`src/rtl/mmio_timer.sv`:
```
// mmio_timer: memory-mapped machine timer peripheral.
//
// Provides a 64-bit free-running mtime with a programmable prescaler, NUM_CMP
// independent 64-bit compare channels and level interrupt outputs. It sits on
// the core data bus beside block RAM. Reads are registered (1-cycle latency),
// and read_hit tells the core to select read_value over block RAM.
//
// Register map (word offsets from BASE_ADDRESS, C = 0x8 + 8*NUM_CMP):
//   +0x0       MTIME       mtime[31:0]
//   +0x4       MTIMEH      mtime[63:32] (shadow copy when snapshot is enabled)
//   +0x8+8i    MTIMECMP_i  mtimecmp_i[31:0]
//   +0xC+8i    MTIMECMPH_i mtimecmp_i[63:32]
//   C          CTRL        [0] enable, [8 +: PRESCALE_WIDTH] divisor,
//                          [16 +: NUM_CMP] irq enables
//   C+4        PENDING     read-only, bit i = (mtime >= mtimecmp_i)
//
// Ports:
//   clk24                 system clock
//   reset_n               asynchronous active-low reset
//   memory_address        core byte address (bits [1:0] ignored)
//   memory_write_value    lane-shifted write data
//   memory_write_sections lane strobes: [0]=7:0, [1]=15:8, [2]=31:16
//   memory_read_enable    core load this cycle (used only for the snapshot)
//   read_value            registered read data
//   read_hit              registered: address was inside the register window
//   timer_irq             per-channel level interrupt
//   timer_irq_any         OR of timer_irq
//
// Optional feature macro: MMIO_TIMER_SNAPSHOT_EN
//   Defined: a read of MTIME latches mtime[63:32] into a shadow, and MTIMEH
//   reads return that shadow, giving a tear-free low-then-high 64-bit read.
//   Undefined: MTIMEH returns live mtime[63:32].
//
// PRESCALE_WIDTH must be 1..8 so the divisor lives entirely in byte lane 1.

module mmio_timer #(
  parameter logic [31:0] BASE_ADDRESS   = 32'h8000_0000,
  parameter int          NUM_CMP        = 2,
  parameter int          PRESCALE_WIDTH = 8
) (
  input  logic               clk24,
  input  logic               reset_n,
  input  logic [31:0]        memory_address,
  input  logic [31:0]        memory_write_value,
  input  logic [2:0]         memory_write_sections,
  input  logic               memory_read_enable,
  output logic [31:0]        read_value,
  output logic               read_hit,
  output logic [NUM_CMP-1:0] timer_irq,
  output logic               timer_irq_any
);

  localparam logic [29:0] CTRL_WORD = 30'(2 + 2 * NUM_CMP);
  localparam logic [29:0] PEND_WORD = 30'(3 + 2 * NUM_CMP);
  localparam logic [29:0] NUM_WORDS = 30'(4 + 2 * NUM_CMP);

  logic [63:0]               r_mtime;
  logic [63:0]               r_cmp [NUM_CMP];
  logic                      r_enable;
  logic [PRESCALE_WIDTH-1:0] r_divisor;
  logic [PRESCALE_WIDTH-1:0] r_prescale;
  logic [NUM_CMP-1:0]        r_irqEn;
  logic [31:0]               r_readValue;
  logic                      r_readHit;
  logic [NUM_CMP-1:0]        r_irq;
  logic                      r_irqAny;

  logic [29:0]               w_word;
  logic                      w_hit;
  logic                      w_write;
  logic                      w_mtimeLoWr;
  logic                      w_mtimeHiWr;
  logic                      w_ctrlWr;
  logic                      w_tick;
  logic [NUM_CMP-1:0]        w_pending;
  logic [31:0]               w_ctrlRead;
  logic [31:0]               w_mtimeHiRead;
  logic [31:0]               w_readMux;
  logic                      w_unused;

  // Replace only the byte lanes whose strobe is set; other lanes keep oldV.
  function automatic logic [31:0] mergeLanes(input logic [31:0] oldV,
                                             input logic [31:0] newV,
                                             input logic [2:0]  sect);
    logic [31:0] merged;
    merged = oldV;
    if (sect[0]) merged[7:0]   = newV[7:0];
    if (sect[1]) merged[15:8]  = newV[15:8];
    if (sect[2]) merged[31:16] = newV[31:16];
    return merged;
  endfunction

  // Subtracting the base turns any address below the window into a huge
  // offset, so a single unsigned compare covers both window edges.
  assign w_word      = memory_address[31:2] - BASE_ADDRESS[31:2];
  assign w_hit       = (w_word < NUM_WORDS);
  assign w_write     = w_hit && (memory_write_sections != 3'b000);
  assign w_mtimeLoWr = w_write && (w_word == 30'd0);
  assign w_mtimeHiWr = w_write && (w_word == 30'd1);
  assign w_ctrlWr    = w_write && (w_word == CTRL_WORD);
  assign w_tick      = r_enable && (r_prescale == r_divisor);

  // Raw compare results, shared by PENDING and the interrupt registers.
  always_comb begin
    w_pending = '0;
    for (int i = 0; i < NUM_CMP; i++) begin
      w_pending[i] = (r_mtime >= r_cmp[i]);
    end
  end

  // CTRL read image; unimplemented bits read as zero.
  always_comb begin
    w_ctrlRead = '0;
    w_ctrlRead[0] = r_enable;
    w_ctrlRead[8 +: PRESCALE_WIDTH] = r_divisor;
    w_ctrlRead[16 +: NUM_CMP] = r_irqEn;
  end

`ifdef MMIO_TIMER_SNAPSHOT_EN
  logic [31:0] r_shadow;

  // Capture the high word alongside every MTIME load so a following MTIMEH
  // load sees the value that belonged with the low word.
  always_ff @(posedge clk24 or negedge reset_n) begin
    if (!reset_n) begin
      r_shadow <= '0;
    end else if (w_hit && memory_read_enable && (w_word == 30'd0)) begin
      r_shadow <= r_mtime[63:32];
    end
  end

  assign w_mtimeHiRead = r_shadow;
  assign w_unused      = ^memory_address[1:0];
`else
  assign w_mtimeHiRead = r_mtime[63:32];
  assign w_unused      = ^{memory_read_enable, memory_address[1:0]};
`endif

  // Read multiplexer; anything outside the mapped registers reads zero.
  always_comb begin
    w_readMux = '0;
    if (w_word == 30'd0) w_readMux = r_mtime[31:0];
    if (w_word == 30'd1) w_readMux = w_mtimeHiRead;
    if (w_word == CTRL_WORD) w_readMux = w_ctrlRead;
    if (w_word == PEND_WORD) w_readMux = 32'(w_pending);
    for (int i = 0; i < NUM_CMP; i++) begin
      if (w_word == 30'(2 + 2 * i)) w_readMux = r_cmp[i][31:0];
      if (w_word == 30'(3 + 2 * i)) w_readMux = r_cmp[i][63:32];
    end
  end

  // mtime: a software write to either half wins over the prescaler tick, and
  // the untouched half keeps its pre-edge value rather than the incremented one.
  always_ff @(posedge clk24 or negedge reset_n) begin
    if (!reset_n) begin
      r_mtime <= '0;
    end else if (w_mtimeLoWr) begin
      r_mtime[31:0] <= mergeLanes(r_mtime[31:0], memory_write_value,
                                  memory_write_sections);
    end else if (w_mtimeHiWr) begin
      r_mtime[63:32] <= mergeLanes(r_mtime[63:32], memory_write_value,
                                   memory_write_sections);
    end else if (w_tick) begin
      r_mtime <= r_mtime + 64'd1;
    end
  end

  // Prescaler: counts 0..divisor while enabled. Rewriting the divisor lane
  // restarts it so a new rate starts from a clean phase.
  always_ff @(posedge clk24 or negedge reset_n) begin
    if (!reset_n) begin
      r_prescale <= '0;
    end else if (w_ctrlWr && memory_write_sections[1]) begin
      r_prescale <= '0;
    end else if (r_enable) begin
      r_prescale <= w_tick ? '0 : r_prescale + 1'b1;
    end
  end

  // CTRL fields, each updated only when its byte lane is strobed.
  always_ff @(posedge clk24 or negedge reset_n) begin
    if (!reset_n) begin
      r_enable  <= 1'b1;
      r_divisor <= '0;
      r_irqEn   <= '1;
    end else if (w_ctrlWr) begin
      if (memory_write_sections[0]) r_enable  <= memory_write_value[0];
      if (memory_write_sections[1]) r_divisor <= memory_write_value[8 +: PRESCALE_WIDTH];
      if (memory_write_sections[2]) r_irqEn   <= memory_write_value[16 +: NUM_CMP];
    end
  end

  // Compare registers reset to all ones so no channel fires out of reset.
  always_ff @(posedge clk24 or negedge reset_n) begin
    if (!reset_n) begin
      for (int i = 0; i < NUM_CMP; i++) r_cmp[i] <= '1;
    end else begin
      for (int i = 0; i < NUM_CMP; i++) begin
        if (w_write && (w_word == 30'(2 + 2 * i))) begin
          r_cmp[i][31:0] <= mergeLanes(r_cmp[i][31:0], memory_write_value,
                                       memory_write_sections);
        end
        if (w_write && (w_word == 30'(3 + 2 * i))) begin
          r_cmp[i][63:32] <= mergeLanes(r_cmp[i][63:32], memory_write_value,
                                        memory_write_sections);
        end
      end
    end
  end

  // Registered read path, sampled every cycle to match block RAM timing. It
  // sees pre-edge register state, so a same-cycle write is not visible yet.
  always_ff @(posedge clk24 or negedge reset_n) begin
    if (!reset_n) begin
      r_readValue <= '0;
      r_readHit   <= 1'b0;
    end else begin
      r_readValue <= w_hit ? w_readMux : 32'd0;
      r_readHit   <= w_hit;
    end
  end

  // Level interrupts, registered one cycle behind the compare state.
  always_ff @(posedge clk24 or negedge reset_n) begin
    if (!reset_n) begin
      r_irq    <= '0;
      r_irqAny <= 1'b0;
    end else begin
      r_irq    <= r_irqEn & w_pending;
      r_irqAny <= |(r_irqEn & w_pending);
    end
  end

  assign read_value    = r_readValue;
  assign read_hit      = r_readHit;
  assign timer_irq     = r_irq;
  assign timer_irq_any = r_irqAny;

endmodule

```
`config.mk`:
```
export PLATFORM = sky130hd
export DESIGN_NAME = mmio_timer
export DESIGN_NICKNAME = d
export VERILOG_FILES = /design/src/rtl/mmio_timer.sv
export SDC_FILE = /design/constraint.sdc
export NUM_CORES = 1
export LEC_CHECK = 0
export ABC_AREA = 1
export BUFFER_PORTS_ARGS = -buffer_cell sky130_fd_sc_hd__buf_2
export CORE_ASPECT_RATIO = 0.7
export CORE_MARGIN = 5
export CORE_UTILIZATION = 57
export DETAILED_ROUTE_END_ITERATION = 8
export PLACE_DENSITY = 0.79
export SETUP_SLACK_MARGIN = 0.1
export SLEW_MARGIN = 20
export SYNTH_ARGS = -nofsm -noshare
export SYNTH_HDL_FRONTEND = slang
export SYNTH_SLANG_ARGS = --single-unit
export TNS_END_PERCENT = 1
```
`constraint.sdc`:
```
create_clock -name clk24 -period 4.15 [get_ports clk24]
set_clock_uncertainty 0.05 [all_clocks]
set_input_delay 0.83 -clock clk24 [delete_from_list [all_inputs] [get_ports clk24]]
set_output_delay 0.83 -clock clk24 [all_outputs]
set_load 0.05 [all_outputs]
```
==> results.md <==
* Outcome: completed
* Synth warn at 0
* Reg-to-reg startpoint: r_mtime[1]
* Initial antenna violation count at 1
* Max-Cap Viols at 0
* Crit start category: flip-flop
* Register area at 6340 um2
* Drt total wl at 60600 um
* Mean Syn Cell Area at 7.14 um2
* Critical path capture point type: flip-flop
* P per Cell Area at 274 nW/um2
* Die H at 155 um
* Comb pwr share at 2.9%
* Synthesis-to-layout area growth at 11.5%
* Clock sink count at 247
* Vias at 17243
* Min Tclk post-route at 3.29 ns
* Worst Hold Class: in2async
* Fillers at 2668
* Area share of the largest cell type after synthesis at 20.2%
* Final setup fails at 0
* Number of DRC markers in iteration 0 at 2128
* IO Port Bufs at 102
* Row count at 53
* Fin crit share at 79.3%
* Post-synth EDFFs at 0
* Setup TNS at 0 ns
* Area occupied by multi-input gates at 9240 um2
* Switch share at 22.3%
* DRC viols at 0
* CTS Hold Buffers Added at 0
* Crit path DAT at 3.70 ns
* Async S/R FF share, synth at 100%
* Synth Flop Type: dfstp_2
* Max-Slew Margin vs Limit at 29.6%
* Design Power at 5.22 mW
* Die X at 217 um
* Routability congestion estimate at 1.03
* Reg clk slew, reported paths at 0.06 ns
* VDD IR max at 0.300 mV
* Distinct cell type count after synthesis at 43
* DP HPWL at 46700 um
* Final max-slew violation count at 0
* Layout cells sized above 1 at 13.7%
* Largest net degree at the start of global routing at 108
* Int Power at 4.06 mW
* Switching power at 1.16 mW
* Synthesized area at 17000 um2
* Synthesized instance count at 2389
* Postcts setup bufs at 0
* CTS tree: yes
* Final Hold Fails at 0
* Clk buf depth at 3
* Commonest non-fill, non-tap cell in the layout: nand2_1
* Nets at 2680
* Largest area contributor in the netlist: dfstp_2
* Area contributors post-synth: dfstp_2, dfrtp_1, nand2_1
* Worst-Skew Late Latency at 0.57 ns
* CTS buffer count at 27
* Tightest Pin Transition at 1.05 ns
* Tot GR Track Use at 35.7%
* DR vias/cell at 5.97
* WS Path Type: reg2reg
* #FFs+latches synth at 247
* Wirelength per Cell at 21.0 um
* Crit Path Max Fanout at 6
* Sequential fraction of the synthesis area at 37.2%
* Most frequent cells in the layout: nand2_1, inv_1, o21ai_0
* Lkg Pwr at 8.46 nW
* Core box area at 29800 um2
* IO Count at 106
* Gr ovfl total at 0
* Max Fclk at 304 MHz
* Diode count at 0
* Clk root buf: clkbuf_16
* Clk pwr share at 50.8%
* Vias in the first global route at 16243
* Sequential share of power at 46.3%
* Post_cts resized at 0
* Initial Util at 57.3%
* CP Launch Point: r_mtime[1]
* First drt pass iteration count at 8
* RSZ-0062 raised after global routing: false
* Post-Synthesis Net Count at 2589
* Antenna viol nets, final at 0
* R2R setup slack at 0.86 ns
* First-pass GRT wire length at 93000 um
* Worst Path Required at 4.56 ns
* Area of the die at 33500 um2
* H-tree depth at 1
kinds of logic (layout without fill, tap and decap cells):
group                      Yosys count  after routing  synth area share [%]
AOI/OAI and AO/OA                  507            507                  15.7
xor gates and xnor gates            54             54                  2.77
adders and majority gates          130            130                  9.54
buffers and inverters              384            496                  8.66
DFF                                247            247                  37.2
and+or+nand+nor                   1067           1067                  26.1
sequential cells by signal (all words and copies together) (netlist names):
register       flops
read_hit           1
timer_irq          2
timer_irq_any      1
r_cmp            128
r_enable           1
r_prescale         8
read_value        32
r_mtime           64
r_divisor          8
r_irqEn            2
synthesized netlist by cell type, drive strengths merged, types with 4 or more instances:
| library cell | instances |
|---|---|
| a21o | 4 |
| a21oi | 193 |
| buf | 21 |
| clkbuf | 54 |
| dfrtp | 116 |
| dfstp | 131 |
| ha | 130 |
| inv | 308 |
| nand2 | 678 |
| nand3 | 98 |
| nand3b | 6 |
| nand4 | 37 |
| nor2 | 182 |
| nor3 | 44 |
| nor4 | 14 |
| o211ai | 21 |
| o21a | 4 |
| o21ai | 269 |
| o221ai | 13 |
| xnor2 | 5 |
| xor2 | 49 |
final cells by class:
cell class                      instances  share of cell area, %
Tap cell                              385                   2.53
Timing Repair Buffer                  137                   4.25
Sequential cell                       247                   33.4
Clock inverter                         11                  0.888
Inverter                              309                   6.10
Clock buffer                           39                   4.27
Multi-Input combinational cell       1758                   48.6
power groups by stage:
stage	Combinational (mW)	Clock, mW	Sequential [mW]
after floorplan	0.0292	0	2.45
after global placement	0.147	0	2.45
after detailed placement	0.151	0	2.45
after CTS	0.151	2.68	2.41
after global routing	0.167	2.79	2.41
final	0.151	2.65	2.41
path summary, 6_finish.rpt:
path                          endpoint  cells past startpoint
max reg2reg                r_mtime[48]                     13
min                        r_mtime[28]                      1
min in group clk24          r_cmp[102]                      2
min reg2reg                 r_cmp[102]                      2
max                        r_mtime[48]                     13
max in group asynchronous     r_cmp[0]                      2
critical path, cell delays in order (launching register included):
cell	delay (ns)
dfrtp_1	0.52
ha_1	0.37
nand3_1	0.26
nor2_1	0.32
inv_1	0.19
nor2_1	0.38
inv_1	0.07
nor2_1	0.33
nand3_1	0.21
xor2_1	0.19
nand2_1	0.06
o21ai_0	0.09
nand2_1	0.10
nand2_1	0.05
routing by layer:
metal | GRT usage, % | wire length [um] | up-vias
li1 | - | - | 7999
met1 | 53.4 | 26200 | 8144
met2 | 49.2 | 24200 | 1003
met3 | 12.0 | 8610 | 97
met4 | 9.84 | 1660 | 0
met5 | 0 | 0 | -
metrics by stage:
step           cells  area [um2]  hold WS [ns]  setup WS [ns]  util (%)
2_1_floorplan   2389       17000         0.418           1.60         -
3_3_place_gp    2836       18000         0.427          0.755      60.6
3_5_place_dp    2836       18000         0.433          0.623      60.6
4_1_cts         2886       19000         0.300           1.03      63.9
5_1_grt         2886       19000         0.352          0.736      63.9
6_report        2886       19000         0.267          0.859      63.9
(Power assumes the default switching activity.)
